[config.mk]
export PLATFORM = sky130hd
export DESIGN_NAME = rv32v_memory_stage_flat
export DESIGN_NICKNAME = d
export VERILOG_FILES = /design/src/rtl/rv32v_types_pkg.sv /design/src/rtl/rv32v_memory_stage_if.sv /design/src/rtl/rv32v_memory_stage_mem_align.sv /design/src/rtl/rv32v_memory_stage.sv /design/src/flat_wrapper.sv
export SDC_FILE = /design/constraint.sdc
export NUM_CORES = 1
export LEC_CHECK = 0
export BUFFER_PORTS_ARGS = -buffer_cell sky130_fd_sc_hd__buf_2
export CORE_AREA = 2 2 176 178
export DETAILED_ROUTE_END_ITERATION = 7
export DIE_AREA = 0 0 178 180
export PLACE_DENSITY = 0.73
export SLEW_MARGIN = 20
export SYNTH_ARGS = -nofsm -noshare
export SYNTH_HDL_FRONTEND = slang
export SYNTH_HIERARCHICAL = 1
export SYNTH_SLANG_ARGS = --single-unit
[constraint.sdc]
create_clock -name CLK -period 3.6 [get_ports CLK]
set_input_delay 0 -clock CLK [delete_from_list [all_inputs] [get_ports CLK]]
set_output_delay 0 -clock CLK [all_outputs]
set_load 0.05 [all_outputs]
[src/rtl/rv32v_types_pkg.sv]
// -----------------------------------------------------------------------------
// rv32v_types_pkg
// Shared widths and types for the rv32v vector pipeline memory stage.
//   word_t       : 32-bit data/address word
//   woffset_t    : destination element offset carried down the pipe
//   vl_t/vtype_t : vector length and vector type CSR images
//   mem_state_t  : memory-stage sequencer states
//   sew_t        : decoded selected element width
//   decode_sew() : maps vtype[5:3] onto sew_t (reserved codes act as 32 bit)
// -----------------------------------------------------------------------------
package rv32v_types_pkg;

    localparam int WORD_W    = 32;
    localparam int WOFFSET_W = 5;
    localparam int VL_W      = 32;
    localparam int VTYPE_W   = 32;

    typedef logic [WORD_W-1:0]    word_t;
    typedef logic [WOFFSET_W-1:0] woffset_t;
    typedef logic [VL_W-1:0]      vl_t;
    typedef logic [VTYPE_W-1:0]   vtype_t;

    typedef enum logic [1:0] {
        IDLE  = 2'd0,
        ELEM1 = 2'd1,
        DONE  = 2'd2
    } mem_state_t;

    typedef enum logic [1:0] {
        SEW8  = 2'd0,
        SEW16 = 2'd1,
        SEW32 = 2'd2
    } sew_t;

    function automatic sew_t decode_sew(input logic [2:0] vsew);
        sew_t s;
        case (vsew)
            3'b000:  s = SEW8;
            3'b001:  s = SEW16;
            default: s = SEW32;
        endcase
        return s;
    endfunction

endpackage

[src/rtl/rv32v_memory_stage_if.sv]
// -----------------------------------------------------------------------------
// Pipeline interfaces around the vector memory stage.
//   rv32v_hazard_unit_if      : stall_mem/flush_mem in, mem_busy out
//                               (modports: memory, hazard)
//   rv32v_execute_memory_if   : execute/memory latch contents
//                               (modports: memory = consumer, execute = producer)
//   rv32v_memory_writeback_if : memory/writeback latch contents
//                               (modports: memory = producer, writeback = consumer)
// -----------------------------------------------------------------------------
interface rv32v_hazard_unit_if;
    import rv32v_types_pkg::*;

    logic stall_mem;
    logic flush_mem;
    logic mem_busy;

    modport memory (
        input  stall_mem, flush_mem,
        output mem_busy
    );

    modport hazard (
        output stall_mem, flush_mem,
        input  mem_busy
    );
endinterface

interface rv32v_execute_memory_if;
    import rv32v_types_pkg::*;

    logic     load;
    logic     store;
    logic     wen0;
    logic     wen1;
    logic     config_type;
    word_t    aluresult0;
    word_t    aluresult1;
    word_t    storedata0;
    word_t    storedata1;
    woffset_t woffset0;
    woffset_t woffset1;
    vl_t      vl;
    vtype_t   vtype;

    modport memory (
        input load, store, wen0, wen1, config_type,
              aluresult0, aluresult1, storedata0, storedata1,
              woffset0, woffset1, vl, vtype
    );

    modport execute (
        output load, store, wen0, wen1, config_type,
               aluresult0, aluresult1, storedata0, storedata1,
               woffset0, woffset1, vl, vtype
    );
endinterface

interface rv32v_memory_writeback_if;
    import rv32v_types_pkg::*;

    logic     wen0;
    logic     wen1;
    word_t    wdata0;
    word_t    wdata1;
    woffset_t woffset0;
    woffset_t woffset1;
    logic     config_type;
    vl_t      vl;
    vtype_t   vtype;

    modport memory (
        output wen0, wen1, wdata0, wdata1, woffset0, woffset1,
               config_type, vl, vtype
    );

    modport writeback (
        input wen0, wen1, wdata0, wdata1, woffset0, woffset1,
              config_type, vl, vtype
    );
endinterface

[src/rtl/rv32v_memory_stage_mem_align.sv]
// -----------------------------------------------------------------------------
// rv32v_mem_align
// Combinational element-width alignment between a vector element and the
// 32-bit data-memory word.
//   sew        in  : element width
//   addr       in  : byte offset of the element within the word
//   store_data in  : element value to store (right-justified)
//   rdata      in  : raw word returned by data memory
//   byte_en    out : byte lanes touched by the element
//   wdata      out : store data moved into its byte lanes
//   load_data  out : loaded element, right-justified and zero-extended
// -----------------------------------------------------------------------------
module rv32v_mem_align
    import rv32v_types_pkg::*;
(
    input  sew_t        sew,
    input  logic [1:0]  addr,
    input  word_t       store_data,
    input  word_t       rdata,
    output logic [3:0]  byte_en,
    output word_t       wdata,
    output word_t       load_data
);

    logic [4:0] shamt;
    word_t      shifted;

    // NOTE: every output of a combinational block gets a default first, so no
    // path through the case leaves it unassigned and infers a latch.
    always_comb begin
        byte_en = 4'hF;
        shamt   = 5'd0;
        case (sew)
            SEW8: begin
                byte_en = 4'b0001 << addr;
                shamt   = {addr, 3'b000};
            end
            SEW16: begin
                byte_en = 4'b0011 << {addr[1], 1'b0};
                shamt   = {addr[1], 4'b0000};
            end
            default: ;
        endcase
    end

    assign wdata   = store_data << shamt;
    assign shifted = rdata >> shamt;

    always_comb begin
        case (sew)
            SEW8:    load_data = {24'b0, shifted[7:0]};
            SEW16:   load_data = {16'b0, shifted[15:0]};
            default: load_data = shifted;
        endcase
    end

endmodule

[src/rtl/rv32v_memory_stage.sv]
// -----------------------------------------------------------------------------
// rv32v_memory_stage
// Vector pipeline memory stage. Serialises the two per-lane element accesses
// of a vector load/store onto the single data-memory port, aligns data to the
// element width and registers per-lane results into the memory/writeback latch.
//   CLK, nRST           : clock, asynchronous active-low reset
//   hu_if               : stall_mem/flush_mem from hazard unit, mem_busy back
//   execute_memory_if   : incoming execute/memory latch
//   memory_writeback_if : registered memory/writeback latch
//   dmem_ren/dmem_wen   : read/write request, held until !dmem_busy
//   dmem_addr           : word address of the current element
//   dmem_wdata          : lane-shifted store data
//   dmem_byte_en        : byte enables of the current element
//   dmem_rdata          : read data, valid in the cycle dmem_busy is low
//   dmem_busy           : current request not yet complete
// -----------------------------------------------------------------------------
module rv32v_memory_stage
    import rv32v_types_pkg::*;
(
    input  logic                             CLK,
    input  logic                             nRST,
    rv32v_hazard_unit_if.memory              hu_if,
    rv32v_execute_memory_if.memory           execute_memory_if,
    rv32v_memory_writeback_if.memory         memory_writeback_if,
    output logic                             dmem_ren,
    output logic                             dmem_wen,
    output word_t                            dmem_addr,
    output word_t                            dmem_wdata,
    output logic [3:0]                       dmem_byte_en,
    input  word_t                            dmem_rdata,
    input  logic                             dmem_busy
);

    mem_state_t state, next_state;

    logic       ls;
    logic       any_active;
    logic       req;
    logic       req_live;
    logic       sel1;
    logic       busy;
    logic       latch_en;
    sew_t       sew;
    word_t      elem_addr;
    word_t      elem_store;
    word_t      align_wdata;
    word_t      load_data;
    logic [3:0] align_byte_en;
    word_t      buf0;
    word_t      buf1;

    assign ls         = execute_memory_if.load | execute_memory_if.store;
    assign any_active = execute_memory_if.wen0 | execute_memory_if.wen1;
    assign sew        = decode_sew(execute_memory_if.vtype[5:3]);

    // ---------------------------------------------------------------- FSM ---
    // NOTE: sequential state uses non-blocking assignments so every flop
    // samples pre-edge values regardless of block ordering.
    always_ff @(posedge CLK or negedge nRST) begin
        if (!nRST) begin
            state <= IDLE;
        end else begin
            state <= next_state;
        end
    end

    // The execute/memory latch is held by the hazard unit while mem_busy is
    // high, so its fields stay valid across ELEM1 and DONE.
    always_comb begin
        next_state = state;
        req        = 1'b0;
        sel1       = 1'b0;
        busy       = 1'b0;
        latch_en   = 1'b0;
        case (state)
            IDLE: begin
                if (ls && any_active) begin
                    busy = 1'b1;
                    if (execute_memory_if.wen0) begin
                        req = 1'b1;
                        if (!dmem_busy) begin
                            next_state = execute_memory_if.wen1 ? ELEM1 : DONE;
                        end
                    end else begin
                        // Element 0 masked: spend one cycle moving to element 1.
                        next_state = ELEM1;
                    end
                end else begin
                    latch_en = !hu_if.stall_mem;
                end
            end
            ELEM1: begin
                busy = 1'b1;
                req  = 1'b1;
                sel1 = 1'b1;
                if (!dmem_busy) begin
                    next_state = DONE;
                end
            end
            DONE: begin
                if (!hu_if.stall_mem) begin
                    latch_en   = 1'b1;
                    next_state = IDLE;
                end
            end
            default: next_state = IDLE;
        endcase
        if (hu_if.flush_mem) begin
            next_state = IDLE;
        end
    end

    // ---------------------------------------------------- element datapath ---
    assign elem_addr  = sel1 ? execute_memory_if.aluresult1 : execute_memory_if.aluresult0;
    assign elem_store = sel1 ? execute_memory_if.storedata1 : execute_memory_if.storedata0;

    rv32v_mem_align u_align (
        .sew        (sew),
        .addr       (elem_addr[1:0]),
        .store_data (elem_store),
        .rdata      (dmem_rdata),
        .byte_en    (align_byte_en),
        .wdata      (align_wdata),
        .load_data  (load_data)
    );

    // NOTE: requests are decoded combinationally from state, so they are
    // qualified with nRST to drop the instant reset asserts rather than
    // waiting for the upstream latch to clear.
    assign req_live      = req & nRST;
    assign dmem_ren      = req_live & execute_memory_if.load;
    assign dmem_wen      = req_live & execute_memory_if.store;
    assign dmem_addr     = req_live ? {elem_addr[31:2], 2'b00} : '0;
    assign dmem_wdata    = req_live ? align_wdata : '0;
    assign dmem_byte_en  = req_live ? align_byte_en : 4'b0000;
    assign hu_if.mem_busy = busy & nRST;

    // ------------------------------------------------------- load buffers ---
    always_ff @(posedge CLK or negedge nRST) begin
        if (!nRST) begin
            buf0 <= '0;
            buf1 <= '0;
        end else if (req && !dmem_busy) begin
            if (sel1) begin
                buf1 <= load_data;
            end else begin
                buf0 <= load_data;
            end
        end
    end

    // --------------------------------------------- memory/writeback latch ---
    // Loads return the buffered element (0 for a masked element); everything
    // else forwards the ALU result. Stores never write back a register.
    always_ff @(posedge CLK or negedge nRST) begin
        if (!nRST) begin
            memory_writeback_if.wen0        <= 1'b0;
            memory_writeback_if.wen1        <= 1'b0;
            memory_writeback_if.wdata0      <= '0;
            memory_writeback_if.wdata1      <= '0;
            memory_writeback_if.woffset0    <= '0;
            memory_writeback_if.woffset1    <= '0;
            memory_writeback_if.config_type <= 1'b0;
            memory_writeback_if.vl          <= '0;
            memory_writeback_if.vtype       <= '0;
        end else if (hu_if.flush_mem) begin
            memory_writeback_if.wen0        <= 1'b0;
            memory_writeback_if.wen1        <= 1'b0;
            memory_writeback_if.wdata0      <= '0;
            memory_writeback_if.wdata1      <= '0;
            memory_writeback_if.woffset0    <= '0;
            memory_writeback_if.woffset1    <= '0;
            memory_writeback_if.config_type <= 1'b0;
            memory_writeback_if.vl          <= '0;
            memory_writeback_if.vtype       <= '0;
        end else if (latch_en) begin
            memory_writeback_if.wen0        <= execute_memory_if.wen0 & ~execute_memory_if.store;
            memory_writeback_if.wen1        <= execute_memory_if.wen1 & ~execute_memory_if.store;
            memory_writeback_if.wdata0      <= execute_memory_if.load
                                             ? (execute_memory_if.wen0 ? buf0 : '0)
                                             : execute_memory_if.aluresult0;
            memory_writeback_if.wdata1      <= execute_memory_if.load
                                             ? (execute_memory_if.wen1 ? buf1 : '0)
                                             : execute_memory_if.aluresult1;
            memory_writeback_if.woffset0    <= execute_memory_if.woffset0;
            memory_writeback_if.woffset1    <= execute_memory_if.woffset1;
            memory_writeback_if.config_type <= execute_memory_if.config_type;
            memory_writeback_if.vl          <= execute_memory_if.vl;
            memory_writeback_if.vtype       <= execute_memory_if.vtype;
        end
    end

endmodule

[src/flat_wrapper.sv]
// flat-port wrapper written by rule: the top's interface ports become plain ports
module rv32v_memory_stage_flat import rv32v_types_pkg::*;
  (CLK, nRST, dmem_ren, dmem_wen, dmem_addr, dmem_wdata, dmem_byte_en, dmem_rdata, dmem_busy, hu_if_stall_mem, hu_if_flush_mem, hu_if_mem_busy, execute_memory_if_load, execute_memory_if_store, execute_memory_if_wen0, execute_memory_if_wen1, execute_memory_if_config_type, execute_memory_if_aluresult0, execute_memory_if_aluresult1, execute_memory_if_storedata0, execute_memory_if_storedata1, execute_memory_if_woffset0, execute_memory_if_woffset1, execute_memory_if_vl, execute_memory_if_vtype, memory_writeback_if_wen0, memory_writeback_if_wen1, memory_writeback_if_wdata0, memory_writeback_if_wdata1, memory_writeback_if_woffset0, memory_writeback_if_woffset1, memory_writeback_if_config_type, memory_writeback_if_vl, memory_writeback_if_vtype);
  rv32v_hazard_unit_if hu_if_i ();
  rv32v_execute_memory_if execute_memory_if_i ();
  rv32v_memory_writeback_if memory_writeback_if_i ();
  input  logic CLK;
  input  logic nRST;
  output logic dmem_ren;
  output logic dmem_wen;
  output word_t dmem_addr;
  output word_t dmem_wdata;
  output logic [3:0] dmem_byte_en;
  input  word_t dmem_rdata;
  input  logic dmem_busy;
  input wire logic [$bits(hu_if_i.stall_mem)-1:0] hu_if_stall_mem;
  input wire logic [$bits(hu_if_i.flush_mem)-1:0] hu_if_flush_mem;
  output wire logic [$bits(hu_if_i.mem_busy)-1:0] hu_if_mem_busy;
  input wire logic [$bits(execute_memory_if_i.load)-1:0] execute_memory_if_load;
  input wire logic [$bits(execute_memory_if_i.store)-1:0] execute_memory_if_store;
  input wire logic [$bits(execute_memory_if_i.wen0)-1:0] execute_memory_if_wen0;
  input wire logic [$bits(execute_memory_if_i.wen1)-1:0] execute_memory_if_wen1;
  input wire logic [$bits(execute_memory_if_i.config_type)-1:0] execute_memory_if_config_type;
  input wire logic [$bits(execute_memory_if_i.aluresult0)-1:0] execute_memory_if_aluresult0;
  input wire logic [$bits(execute_memory_if_i.aluresult1)-1:0] execute_memory_if_aluresult1;
  input wire logic [$bits(execute_memory_if_i.storedata0)-1:0] execute_memory_if_storedata0;
  input wire logic [$bits(execute_memory_if_i.storedata1)-1:0] execute_memory_if_storedata1;
  input wire logic [$bits(execute_memory_if_i.woffset0)-1:0] execute_memory_if_woffset0;
  input wire logic [$bits(execute_memory_if_i.woffset1)-1:0] execute_memory_if_woffset1;
  input wire logic [$bits(execute_memory_if_i.vl)-1:0] execute_memory_if_vl;
  input wire logic [$bits(execute_memory_if_i.vtype)-1:0] execute_memory_if_vtype;
  output wire logic [$bits(memory_writeback_if_i.wen0)-1:0] memory_writeback_if_wen0;
  output wire logic [$bits(memory_writeback_if_i.wen1)-1:0] memory_writeback_if_wen1;
  output wire logic [$bits(memory_writeback_if_i.wdata0)-1:0] memory_writeback_if_wdata0;
  output wire logic [$bits(memory_writeback_if_i.wdata1)-1:0] memory_writeback_if_wdata1;
  output wire logic [$bits(memory_writeback_if_i.woffset0)-1:0] memory_writeback_if_woffset0;
  output wire logic [$bits(memory_writeback_if_i.woffset1)-1:0] memory_writeback_if_woffset1;
  output wire logic [$bits(memory_writeback_if_i.config_type)-1:0] memory_writeback_if_config_type;
  output wire logic [$bits(memory_writeback_if_i.vl)-1:0] memory_writeback_if_vl;
  output wire logic [$bits(memory_writeback_if_i.vtype)-1:0] memory_writeback_if_vtype;
  assign hu_if_i.stall_mem = hu_if_stall_mem;
  assign hu_if_i.flush_mem = hu_if_flush_mem;
  assign hu_if_mem_busy = hu_if_i.mem_busy;
  assign execute_memory_if_i.load = execute_memory_if_load;
  assign execute_memory_if_i.store = execute_memory_if_store;
  assign execute_memory_if_i.wen0 = execute_memory_if_wen0;
  assign execute_memory_if_i.wen1 = execute_memory_if_wen1;
  assign execute_memory_if_i.config_type = execute_memory_if_config_type;
  assign execute_memory_if_i.aluresult0 = execute_memory_if_aluresult0;
  assign execute_memory_if_i.aluresult1 = execute_memory_if_aluresult1;
  assign execute_memory_if_i.storedata0 = execute_memory_if_storedata0;
  assign execute_memory_if_i.storedata1 = execute_memory_if_storedata1;
  assign execute_memory_if_i.woffset0 = execute_memory_if_woffset0;
  assign execute_memory_if_i.woffset1 = execute_memory_if_woffset1;
  assign execute_memory_if_i.vl = execute_memory_if_vl;
  assign execute_memory_if_i.vtype = execute_memory_if_vtype;
  assign memory_writeback_if_wen0 = memory_writeback_if_i.wen0;
  assign memory_writeback_if_wen1 = memory_writeback_if_i.wen1;
  assign memory_writeback_if_wdata0 = memory_writeback_if_i.wdata0;
  assign memory_writeback_if_wdata1 = memory_writeback_if_i.wdata1;
  assign memory_writeback_if_woffset0 = memory_writeback_if_i.woffset0;
  assign memory_writeback_if_woffset1 = memory_writeback_if_i.woffset1;
  assign memory_writeback_if_config_type = memory_writeback_if_i.config_type;
  assign memory_writeback_if_vl = memory_writeback_if_i.vl;
  assign memory_writeback_if_vtype = memory_writeback_if_i.vtype;
  rv32v_memory_stage u_core (.CLK(CLK), .nRST(nRST), .hu_if(hu_if_i), .execute_memory_if(execute_memory_if_i), .memory_writeback_if(memory_writeback_if_i), .dmem_ren(dmem_ren), .dmem_wen(dmem_wen), .dmem_addr(dmem_addr), .dmem_wdata(dmem_wdata), .dmem_byte_en(dmem_byte_en), .dmem_rdata(dmem_rdata), .dmem_busy(dmem_busy));
endmodule
==> results of run 1 <==
## final cells by class
type	count	share of cell area
Inverter	3	0.0006502
Multi-Input combinational cell	1044	0.3971
Clock inverter	9	0.004479
Sequential cell	207	0.2991
Clock buffer	29	0.03627
Tap cell	396	0.02861
Timing Repair Buffer	628	0.2331
Antenna cell	5	0.0007224
## metal layers
| metal | part of all wire | GRT usage |
|---|---|---|
| met5 | 0 | 0 |
| met2 | 0.49 | 0.5051 |
| met4 | 0.054 | 0.1600 |
| met1 | 0.39 | 0.3415 |
| met3 | 0.069 | 0.04970 |
## registers in the layout (all words and copies together) (netlist names)
| name | cells |
|---|---|
| u_core/memory_writeback_if.woffset0 | 5 |
| u_core/state | 2 |
| u_core/buf1 | 32 |
| u_core/memory_writeback_if.config_type | 1 |
| u_core/memory_writeback_if.wdata0 | 32 |
| u_core/memory_writeback_if.woffset1 | 5 |
| u_core/memory_writeback_if.vl | 32 |
| u_core/memory_writeback_if.wdata1 | 32 |
| u_core/buf0 | 32 |
| u_core/memory_writeback_if.wen1 | 1 |
| u_core/memory_writeback_if.wen0 | 1 |
| u_core/memory_writeback_if.vtype | 32 |
## synthesized netlist by cell type, drive strengths merged
cell type,number
o31ai,1
and2b,2
nand4b,1
nand2,203
nor3b,1
o21a,2
a2111o,1
nand3,96
clkbuf,69
nand2b,219
nor2b,66
dfrtp,207
nor2,17
o21bai,1
inv,3
conb,1
or3,1
and2,62
mux2i,85
buf,50
or4,1
nor3,2
o41ai,1
or2,1
a211oi,1
mux2,128
a22oi,16
a21boi,1
a21oi,127
o31a,1
or3b,2
o21ai,3
## report_power, final
| part | internal [µW] | switching (µW) |
|---|---|---|
| logic | 838 | 1280 |
| clock network | 1300 | 971 |
| registers | 2630 | 186 |
## kinds of logic (layout without fill, tap and decap cells)
| family | after synthesis | after routing | synth area share |
|---|---|---|---|
| compound gates | 155 | 155 | 0.06794 |
| mux | 213 | 213 | 0.1904 |
| flops | 207 | 207 | 0.4100 |
| buf+inv | 122 | 669 | 0.04922 |
| simple gates | 674 | 674 | 0.2822 |
| other cells | 1 | 7 | 0.0002968 |
## worst min-delay path by stage
| stage | startpoint | end | slack [ns] | depth (start not counted) |
|---|---|---|---|---|
| after global placement | nRST | u_core/memory_writeback_if.vtype[3] | -0.05 | 1 |
| final | nRST | u_core/memory_writeback_if.vtype[7] | 0.01 | 2 |
| after detailed placement | nRST | u_core/buf1[19] | -0.05 | 1 |
| after global routing | dmem_rdata[26] | u_core/buf0[26] | 0.007 | 3 |
| after floorplan | nRST | u_core/buf0[0] | -0.30 | 0 |
| after CTS | dmem_rdata[2] | u_core/buf0[2] | 0.002 | 4 |
## critical path: cells and delay by family (launching register included)
| family | cells | cell delay (ns) |
|---|---|---|
| simple gates | 5 | 1.50 |
| buf+inv | 2 | 0.51 |
| flops | 1 | 0.56 |
| compound gates | 2 | 0.26 |
## what timing repair did
action,CTS,global route
setup buffers,0,0
endpoints found under the hold margin,337,0
hold buffers,155,0
## stage by stage
stage	instances	util	hold WS [ns]	instance area, µm²	power, µW
6_report	2321	0.5737	0.009587	17320	7208
5_1_grt	2320	0.5736	0.006971	17320	7526
4_1_cts	2316	0.5733	0.001571	17310	7235
3_5_place_dp	2123	0.4985	-0.05103	15050	4814
3_3_place_gp	2123	0.4985	-0.05393	15050	4780
2_1_floorplan	1373	-	-0.2956	12640	4183
==> metrics.md, run 1 <==
| Metric | Value |
|---|---|
| Critical path's most frequent cell | `nand2_1` |
| Clk slew on worst S/H paths | `0.06 ns` |
| Nets | `2151` |
| Worst path max stage delay | `0.57 ns` |
| Power Dens Cells | `416.2 nW/µm²` |
| Area delta synth->final | `37.09%` |
| Synth area leaders | `dfrtp_1, nand2b_1, mux2_2` |
| Maximum buffer depth of the clock tree | `3` |
| Detailed-route via count | `12160` |
| Antenna viol nets, final | `0` |
| Setup TNS | `0 ns` |
| CTS H-tree depth | `1` |
| Register area share after synthesis | `0.4100` |
| Total GRT Usage | `0.2921` |
| Multi-input gate area | `6877 µm²` |
| Mapped Cells | `1372` |
| Max Cap Viol | `0` |
| Critical Path Source | `u_core/state[0]` |
| Initial antenna violation count | `6` |
| Worst Hold Class | `input port to asynchronous set/reset pin` |
| Register bit count reported by yosys | `207` |
| Clk Latency, worst-skew pair | `0.51 ns` |
| Worst r2r src | `u_core/state[0]` |
| Post-Route WL | `48.17 mm` |
| CP Class | `flop to primary output` |
| Pin count of the biggest net entering global routing | `145` |
| Total grt overflow | `0` |
| Avg Inst Size Synth | `9.208 µm²` |
| Lkg Pwr | `0.008792 µW` |
| Final worst-path cycle share | `0.9270` |
| CP arrival | `3.34 ns` |
| Tmin final | `3.337 ns` |
| Worst reg-to-reg setup slack | `0.78 ns` |
| Vias in the first global route | `12730` |
| Post-synth top area cell | `dfrtp_1` |
| DRC viols | `0` |
| Worst Reg-to-Reg Cells | `4` |
| Most frequent cells in the layout | `buf_2, nand2b_1, dfrtp_1` |
| Die W | `178 µm` |
| CTS tree | `built` |
| Pre-CTS setup slack | `0.8264 ns` |
| Reg area | `5180 µm²` |
| Slew Limit Fails | `0` |
| Routed len/inst | `20.75 µm` |
| Final setup viols | `0` |
| Total CTS buffers | `23` |
| Top cell type's share of synthesized area | `0.4100` |
| DP HPWL | `31.43 mm` |
| Vias/cell | `5.237` |
| Setup ws final | `0.2629 ns` |
| Core Region | `30190 µm²` |
| Die extent in y | `180 µm` |
| Commonest non-fill, non-tap cell in the layout | `buf_2` |
| Synth warn | `6` |
| CP Data Required Time | `3.60 ns` |
| Endpoints failing hold | `0` |
| Post-Syn Area | `12630 µm²` |
| # clock sinks | `207` |
| Io pins | `456` |
| Site row count | `64` |
| Peak VDD IR | `0.2766 mV` |
| Clock skew | `0.01335 ns` |
| Crit path cell chain | `and2b_2 -> nand2_1 -> nand2_1 -> nor2b_4 -> buf_12 -> a21oi_1 -> a22oi_1 -> and2_1 -> buf_2` |
| Initial Util | `0.4185` |
| Slowest-stage cell, CP | `nor2b_4` |
| Pre-antenna DRT Iters | `4` |
| Slew HR | `0.3058` |
| Number of port buffers | `453` |
| # fillers | `2538` |
| Unrepaired setup endpoints after global routing | `false` |
| Max FO, Critical Path | `26` |
| Die Area | `32040 µm²` |
| Iter 0 DRT Violations | `838` |
| First-pass GRT wire length | `72.66 mm` |
| Max Freq | `0.2997 GHz` |
| R2r endpoint | `u_core/memory_writeback_if.vl[31]` |
| Startpoint types | `flop` |
| Slew at the pin closest to its max-slew limit | `1.037 ns` |
| Crit path to | `dmem_wdata[26]` |
| Kind of end point of the critical path | `primary output` |
| Cell variety after synth | `40` |
| Post-CTS sizing | `0` |
| Clk root buf | `clkbuf_16` |
| Status | `complete, no violations` |
| Share of layout cells above drive strength 1 | `0.3302` |
| Gpl congestion | `0.8592` |
(Power assumes the default switching activity.)
==> run 2, diff against run 1 <==
--- a/config.mk
+++ b/config.mk
@@ -6,12 +6,11 @@
 export NUM_CORES = 1
 export LEC_CHECK = 0
 export BUFFER_PORTS_ARGS = -buffer_cell sky130_fd_sc_hd__buf_2
-export CORE_AREA = 2 2 176 178
+export CORE_AREA = 2 2 180 182
 export DETAILED_ROUTE_END_ITERATION = 7
-export DIE_AREA = 0 0 178 180
-export PLACE_DENSITY = 0.73
+export DIE_AREA = 0 0 182 184
+export PLACE_DENSITY = 0.61
 export SLEW_MARGIN = 20
 export SYNTH_ARGS = -nofsm -noshare
 export SYNTH_HDL_FRONTEND = slang
-export SYNTH_HIERARCHICAL = 1
 export SYNTH_SLANG_ARGS = --single-unit
==> metrics.md, run 2 <==
| Metric | Value |
|---|---|
| Status | `complete, no violations` |
| Die Area | `33490 µm²` |
| # clock sinks | `207` |
| Startpoint types | `input port` |
| Register bit count reported by yosys | `207` |
| Unrepaired setup endpoints after global routing | `false` |
| Worst reg-to-reg setup slack | `0.55 ns` |
| Placed Area | `12390 µm²` |
| Clock skew | `0.01197 ns` |
| Synth warn | `0` |
| Clk slew on worst S/H paths | `0.06 ns` |
| Bufs and invs on worst path | `4` |
| Async set-reset flop share out of synthesis | `1.000` |
| Initial Util | `0.3124` |
| Top_reg_cell synth | `dfrtp_1` |
| Gpl congestion | `0.8730` |
| Worst Hold Class | `input port to flop` |
| Setup TNS | `0 ns` |
| Die W | `182 µm` |
| Die extent in y | `184 µm` |
| Post-Syn Area | `9807 µm²` |
| Total grt overflow | `0` |
| Lkg Pwr | `0.007819 µW` |
| Nets | `1811` |
| Peak VDD IR | `0.2471 mV` |
| Total CTS buffers | `24` |
| Register area share after synthesis | `0.5282` |
| Kind of end point of the critical path | `flop` |
| Share of layout cells above drive strength 1 | `0.3476` |
| CP arrival | `3.75 ns` |
| Slew at the pin closest to its max-slew limit | `1.085 ns` |
| Post-synth EDFFs | `0` |
| Vias in the first global route | `10410` |
| Cell variety after synth | `42` |
| Endpoints failing hold | `0` |
| Top cell type's share of synthesized area | `0.5282` |
| Core Region | `31390 µm²` |
| Slowest-stage cell, CP | `dlygate4sd3_1` |
| Clk root buf | `clkbuf_16` |
| Synth area leaders | `dfrtp_1, nand2_1, a22o_1` |
| # fillers | `2986` |
| Antenna viol nets, final | `0` |
| Post-synth top cells | `dfrtp_1, nand2_1, o21ai_0` |
| Final core utilization | `0.4822` |
| Pre-antenna DRT Iters | `5` |
| Worst path max stage delay | `0.60 ns` |
| Max Freq | `0.2984 GHz` |
| Iter 0 DRT Violations | `735` |
| Post-Route WL | `43.71 mm` |
| Max FO, Critical Path | `25` |
| Detailed-route via count | `10390` |
| Site row count | `65` |
| Area delta synth->final | `54.35%` |
| Critical Path Source | `execute_memory_if_vtype[4]` |
| Worst path depth | `9` |
| Critical path's most frequent cell | `dlygate4sd3_1` |
| Final instance area | `15140 µm²` |
| DP HPWL | `31.03 mm` |
| Final worst-path cycle share | `0.9307` |
| P_int | `4835 µW` |
| Clk Latency, worst-skew pair | `0.51 ns` |
| Tmin final | `3.351 ns` |
| First-pass GRT wire length | `63.62 mm` |
| CP Data Required Time | `4.00 ns` |
| Crit path cell chain | `dlygate4sd3_1 -> buf_2 -> nor2_1 -> nand2_1 -> nor2_8 -> mux2i_1 -> dlygate4sd3_1 -> o221ai_1 -> dlygate4sd3_1` |
| Slew HR | `0.2765` |
| R2r endpoint | `u_core.buf0[5]` |
| Clk pwr share | `0.365` |
| Crit path to | `u_core.buf0[5]` |
| Sequential power share | `0.391` |
| DRC viols | `0` |
| Multi-input gate area | `4269 µm²` |
| Initial antenna violation count | `0` |
| Slew Limit Fails | `0` |
| Most frequent cell after synthesis | `dfrtp_1` |
| Max Cap Viol | `0` |
| Final setup viols | `0` |
| Vias/cell | `5.227` |
| Routed len/inst | `21.99 µm` |
| Worst Reg-to-Reg Cells | `7` |
| Post-synth top area cell | `dfrtp_1` |
| Worst r2r src | `u_core.state[0]` |
| Avg Inst Size Synth | `10.18 µm²` |
| Power Dens Cells | `474.2 nW/µm²` |
| Sw frac | `0.3265` |
| Combinational Power Share | `0.244` |
| Mapped Cells | `963` |
| Delay-heaviest family, CP | `buffers and inverters` |
| Maximum buffer depth of the clock tree | `3` |
| CTS tree | `built` |
| Io pins | `456` |
| CTS H-tree depth | `1` |
| Sw power | `2343 µW` |
| Reg area | `5180 µm²` |
| Commonest non-fill, non-tap cell in the layout | `buf_2` |
| CP Class | `input port to flop` |
| Most frequent cells in the layout | `buf_2, dfrtp_1, nand2_1` |
| Number of port buffers | `453` |
| Total GRT Usage | `0.2497` |
| Pin count of the biggest net entering global routing | `82` |
run 2: cell count changes in the layout (fill, tap and decap cells not counted), sizes merged, moves of 47 or more:
cell	previous run	this run
and2	62	2
nand2b	219	3
a22oi	16	63
a21oi	127	37
mux2	128	25
nand3	96	2
a22o	0	76
o21ai	3	103
nor2b	66	2
run 2: worst min path at each step:
stage | from | end | depth (start not counted)
floorplan | nRST | u_core.buf0[0] | 0
global placement | nRST | u_core.memory_writeback_if.vtype[15] | 1
detailed placement | nRST | u_core.memory_writeback_if.vtype[23] | 1
CTS | execute_memory_if_load | u_core.memory_writeback_if.wdata0[14] | 4
global route | execute_memory_if_load | u_core.memory_writeback_if.wdata0[14] | 4
finish | execute_memory_if_load | u_core.memory_writeback_if.wdata0[14] | 4
run 2: per-layer routing:
metal	vias up	share of wire	GRT usage	routed length, µm
met4	0	0.041	0.1048	1789
li1	4747	-	-	-
met3	94	0.066	0.03863	2879
met5	-	0	0	0
met2	565	0.50	0.4510	21950
met1	4985	0.39	0.2958	17090
run 2: layout make-up:
cell class | count | area share
clock buffer | 32 | 0.04505
inverter | 5 | 0.001240
antenna | 1 | 0.0001653
multi-input combinational | 669 | 0.2820
timing repair buffer | 660 | 0.2850
clock inverter | 12 | 0.01108
sequential | 207 | 0.3422
tap | 402 | 0.03323
run 2: what timing repair did:
item	CTS	global route
hold buffers	190	0
setup buffers	0	0
endpoints found under the hold margin	359	0
resized for setup	0	0
run 2: logic make-up (layout without fill, tap and decap cells):
group                  count (synthesis)  count (layout)  synth area share
AOI/OAI and AO/OA                    331             331            0.2337
and+or+nand+nor                      261             261            0.1150
muxes                                 75              75           0.08255
other                                  1               3         0.0003824
DFF                                  207             207            0.5282
buffers and inverters                 88             709           0.04019
run 2: tightest hold or removal path, stage by stage:
cell     delay [ns]
buf_2          0.14
and3_1         0.16
a21oi_1        0.10
o21ai_0        0.08
run 2: power groups by stage:
stage / sequential (µW) / combinational (µW) / clock (µW)
6_report: 2810 / 1750 / 2620
5_1_grt: 2830 / 1870 / 2770
4_1_cts: 2810 / 1740 / 2660
3_5_place_dp: 2850 / 1550 / 0
3_3_place_gp: 2840 / 1540 / 0
2_1_floorplan: 3040 / 732 / 0
run 2: stage by stage:
stage	total power, µW	std cells	hold slack, ns	setup slack [ns]
after detailed placement	4402	1753	-0.1436	0.9049
after floorplan	3770	964	-0.2956	1.002
after global placement	4380	1753	-0.1429	0.9157
final	7178	1988	0.01312	0.2493
after global routing	7471	1987	0.09411	0.008284
after CTS	7216	1987	0.006942	0.2698
==> run 3, diff against run 2 <==
--- a/config.mk
+++ b/config.mk
@@ -5,11 +5,12 @@
 export SDC_FILE = /design/constraint.sdc
 export NUM_CORES = 1
 export LEC_CHECK = 0
-export BUFFER_PORTS_ARGS = -buffer_cell sky130_fd_sc_hd__buf_2
+export BUFFER_PORTS_ARGS = -buffer_cell sky130_fd_sc_hd__buf_4
 export CORE_AREA = 2 2 180 182
 export DETAILED_ROUTE_END_ITERATION = 7
 export DIE_AREA = 0 0 182 184
 export PLACE_DENSITY = 0.61
+export SETUP_SLACK_MARGIN = 0.05
 export SLEW_MARGIN = 20
 export SYNTH_ARGS = -nofsm -noshare
 export SYNTH_HDL_FRONTEND = slang
==> metrics.md, run 3 (synthesis results as in run 2) <==
| Metric | Value |
|---|---|
| Max FO, Critical Path | `25` |
| Lkg Pwr | `0.007962 µW` |
| Antenna viol nets, final | `0` |
| Clk Latency, worst-skew pair | `0.52 ns` |
| Site row count | `65` |
| DP HPWL | `31.69 mm` |
| Total GRT Usage | `0.2535` |
| Detailed-route via count | `10310` |
| # clock sinks | `207` |
| Unrepaired setup endpoints after global routing | `false` |
| CP arrival | `3.24 ns` |
| Die extent in y | `184 µm` |
| Cell Count, Final, Fillers Out | `1982` |
| Vias in the first global route | `10630` |
| Worst reg-to-reg setup slack | `0.65 ns` |
| Clk root buf | `clkbuf_16` |
| Worst r2r src | `u_core.state[1]` |
| Kind of end point of the critical path | `primary output` |
| Vias/cell | `5.200` |
| Initial antenna violation count | `3` |
| CTS H-tree depth | `1` |
| Clock skew | `0.01918 ns` |
| Status | `complete, no violations` |
| Max Freq | `0.3085 GHz` |
| CTS tree | `built` |
| Pre-antenna DRT Iters | `8` |
| Pin count of the biggest net entering global routing | `107` |
| First-pass GRT wire length | `65.20 mm` |
| Share of layout cells above drive strength 1 | `0.3447` |
| Power Dens Cells | `435.6 nW/µm²` |
| Commonest non-fill, non-tap cell in the layout | `buf_4` |
| Initial Util | `0.3124` |
| Nets | `1808` |
| Die W | `182 µm` |
| Post-CTS Repair Setup Buffers | `0` |
| Slew HR | `0.2562` |
| Setup TNS | `0 ns` |
| Startpoint types | `input port` |
| Worst Reg-to-Reg Cells | `5` |
| Iter 0 DRT Violations | `776` |
| Hold EP | `u_core.buf1[31]` |
| Gpl congestion | `0.8862` |
| Power, Total | `7022 µW` |
| Total grt overflow | `0` |
| Routed len/inst | `22.23 µm` |
| Total CTS buffers | `24` |
| CP Data Required Time | `3.60 ns` |
| R2r endpoint | `u_core.buf1[13]` |
| Placed Area | `13520 µm²` |
| Number of port buffers | `453` |
| Maximum buffer depth of the clock tree | `3` |
| Area delta synth->final | `64.39%` |
| DRC viols | `0` |
| Clk slew on worst S/H paths | `0.06 ns` |
| Endpoints failing hold | `0` |
| Final setup viols | `0` |
| Most frequent cells in the layout | `buf_4, dfrtp_1, nand2_1` |
| CP Class | `input port to primary output` |
| Final instance area | `16120 µm²` |
| Core Region | `31390 µm²` |
| Slew at the pin closest to its max-slew limit | `1.116 ns` |
| Worst Hold Class | `input port to flop` |
| Hold Crit Depth | `3` |
| Tmin final | `3.241 ns` |
| Peak VDD IR | `0.2631 mV` |
| Die Area | `33490 µm²` |
| Slew Limit Fails | `0` |
| Io pins | `456` |
| Placed cell count | `1753` |
| Final worst-path cycle share | `0.9004` |
| Max Cap Viol | `0` |
| Post-Route WL | `44.05 mm` |
| Worst hold path startpoint | `dmem_busy` |
==> run 3: worst max-delay path by stage <==
| stage | startpoint | endpoint | slack, ns | cells past startpoint |
|---|---|---|---|---|
| global placement | u_core.state[0] | dmem_wdata[7] | 1.0 | 6 |
| CTS | u_core.state[0] | dmem_wdata[7] | 0.38 | 6 |
| detailed placement | u_core.state[0] | dmem_wdata[7] | 0.93 | 6 |
| global route | u_core.state[0] | dmem_wdata[7] | 0.21 | 6 |
| finish | execute_memory_if_vtype[4] | dmem_wdata[20] | 0.36 | 8 |
| floorplan | u_core.state[0] | dmem_wdata[16] | 1.00 | 7 |
==> run 3: what timing repair did <==
action | in CTS | in global routing
hold buffers | 187 | 0
resized for setup | 0 | 0
endpoints found under the hold margin | 345 | 0
==> run 3: layer usage <==
layer	vias up	global-route usage	wire length (µm)
li1	4740	-	-
met1	4896	0.3092	17260
met2	573	0.4485	21880
met3	95	0.04536	3215
met4	2	0.09323	1682
met5	-	0	9
==> run 3: cell type report <==
class	count	area, µm²
Fill cell	2823	15270
Timing Repair Buffer	657	5420
Sequential cell	207	5180
Multi-Input combinational cell	669	4269
Clock buffer	33	675.6
Tap cell	402	503.0
Clock inverter	7	50.05
Inverter	5	18.77
Antenna cell	2	5.005
==> run 3: power by group <==
part           internal, µW  total [µW]  switching, µW
combinational           785        1920           1140
sequential             2590        2810            223
clock                  1310        2280            974
total                  4690        7020           2340
==> run 3: worst max-delay path, stage by stage <==
cell and delay [ns]:
dlygate4sd3_1 0.53, buf_4 0.14, nor2_1 0.51, nand2_1 0.53
nor2_8 0.56, nand2_2 0.21, o32ai_1 0.46, buf_4 0.28
==> run 3: through the flow <==
step / worst slack [ns] / utilization / hold WS, ns
3_5_place_dp: 0.9271 / 0.4307 / 0.2264
4_1_cts: 0.3805 / 0.5134 / 0.08416
2_1_floorplan: 1.002 / - / -0.2956
6_report: 0.3586 / 0.5136 / 0.09122
5_1_grt: 0.2091 / 0.5136 / 0.1035
3_3_place_gp: 0.9983 / 0.4307 / 0.2244
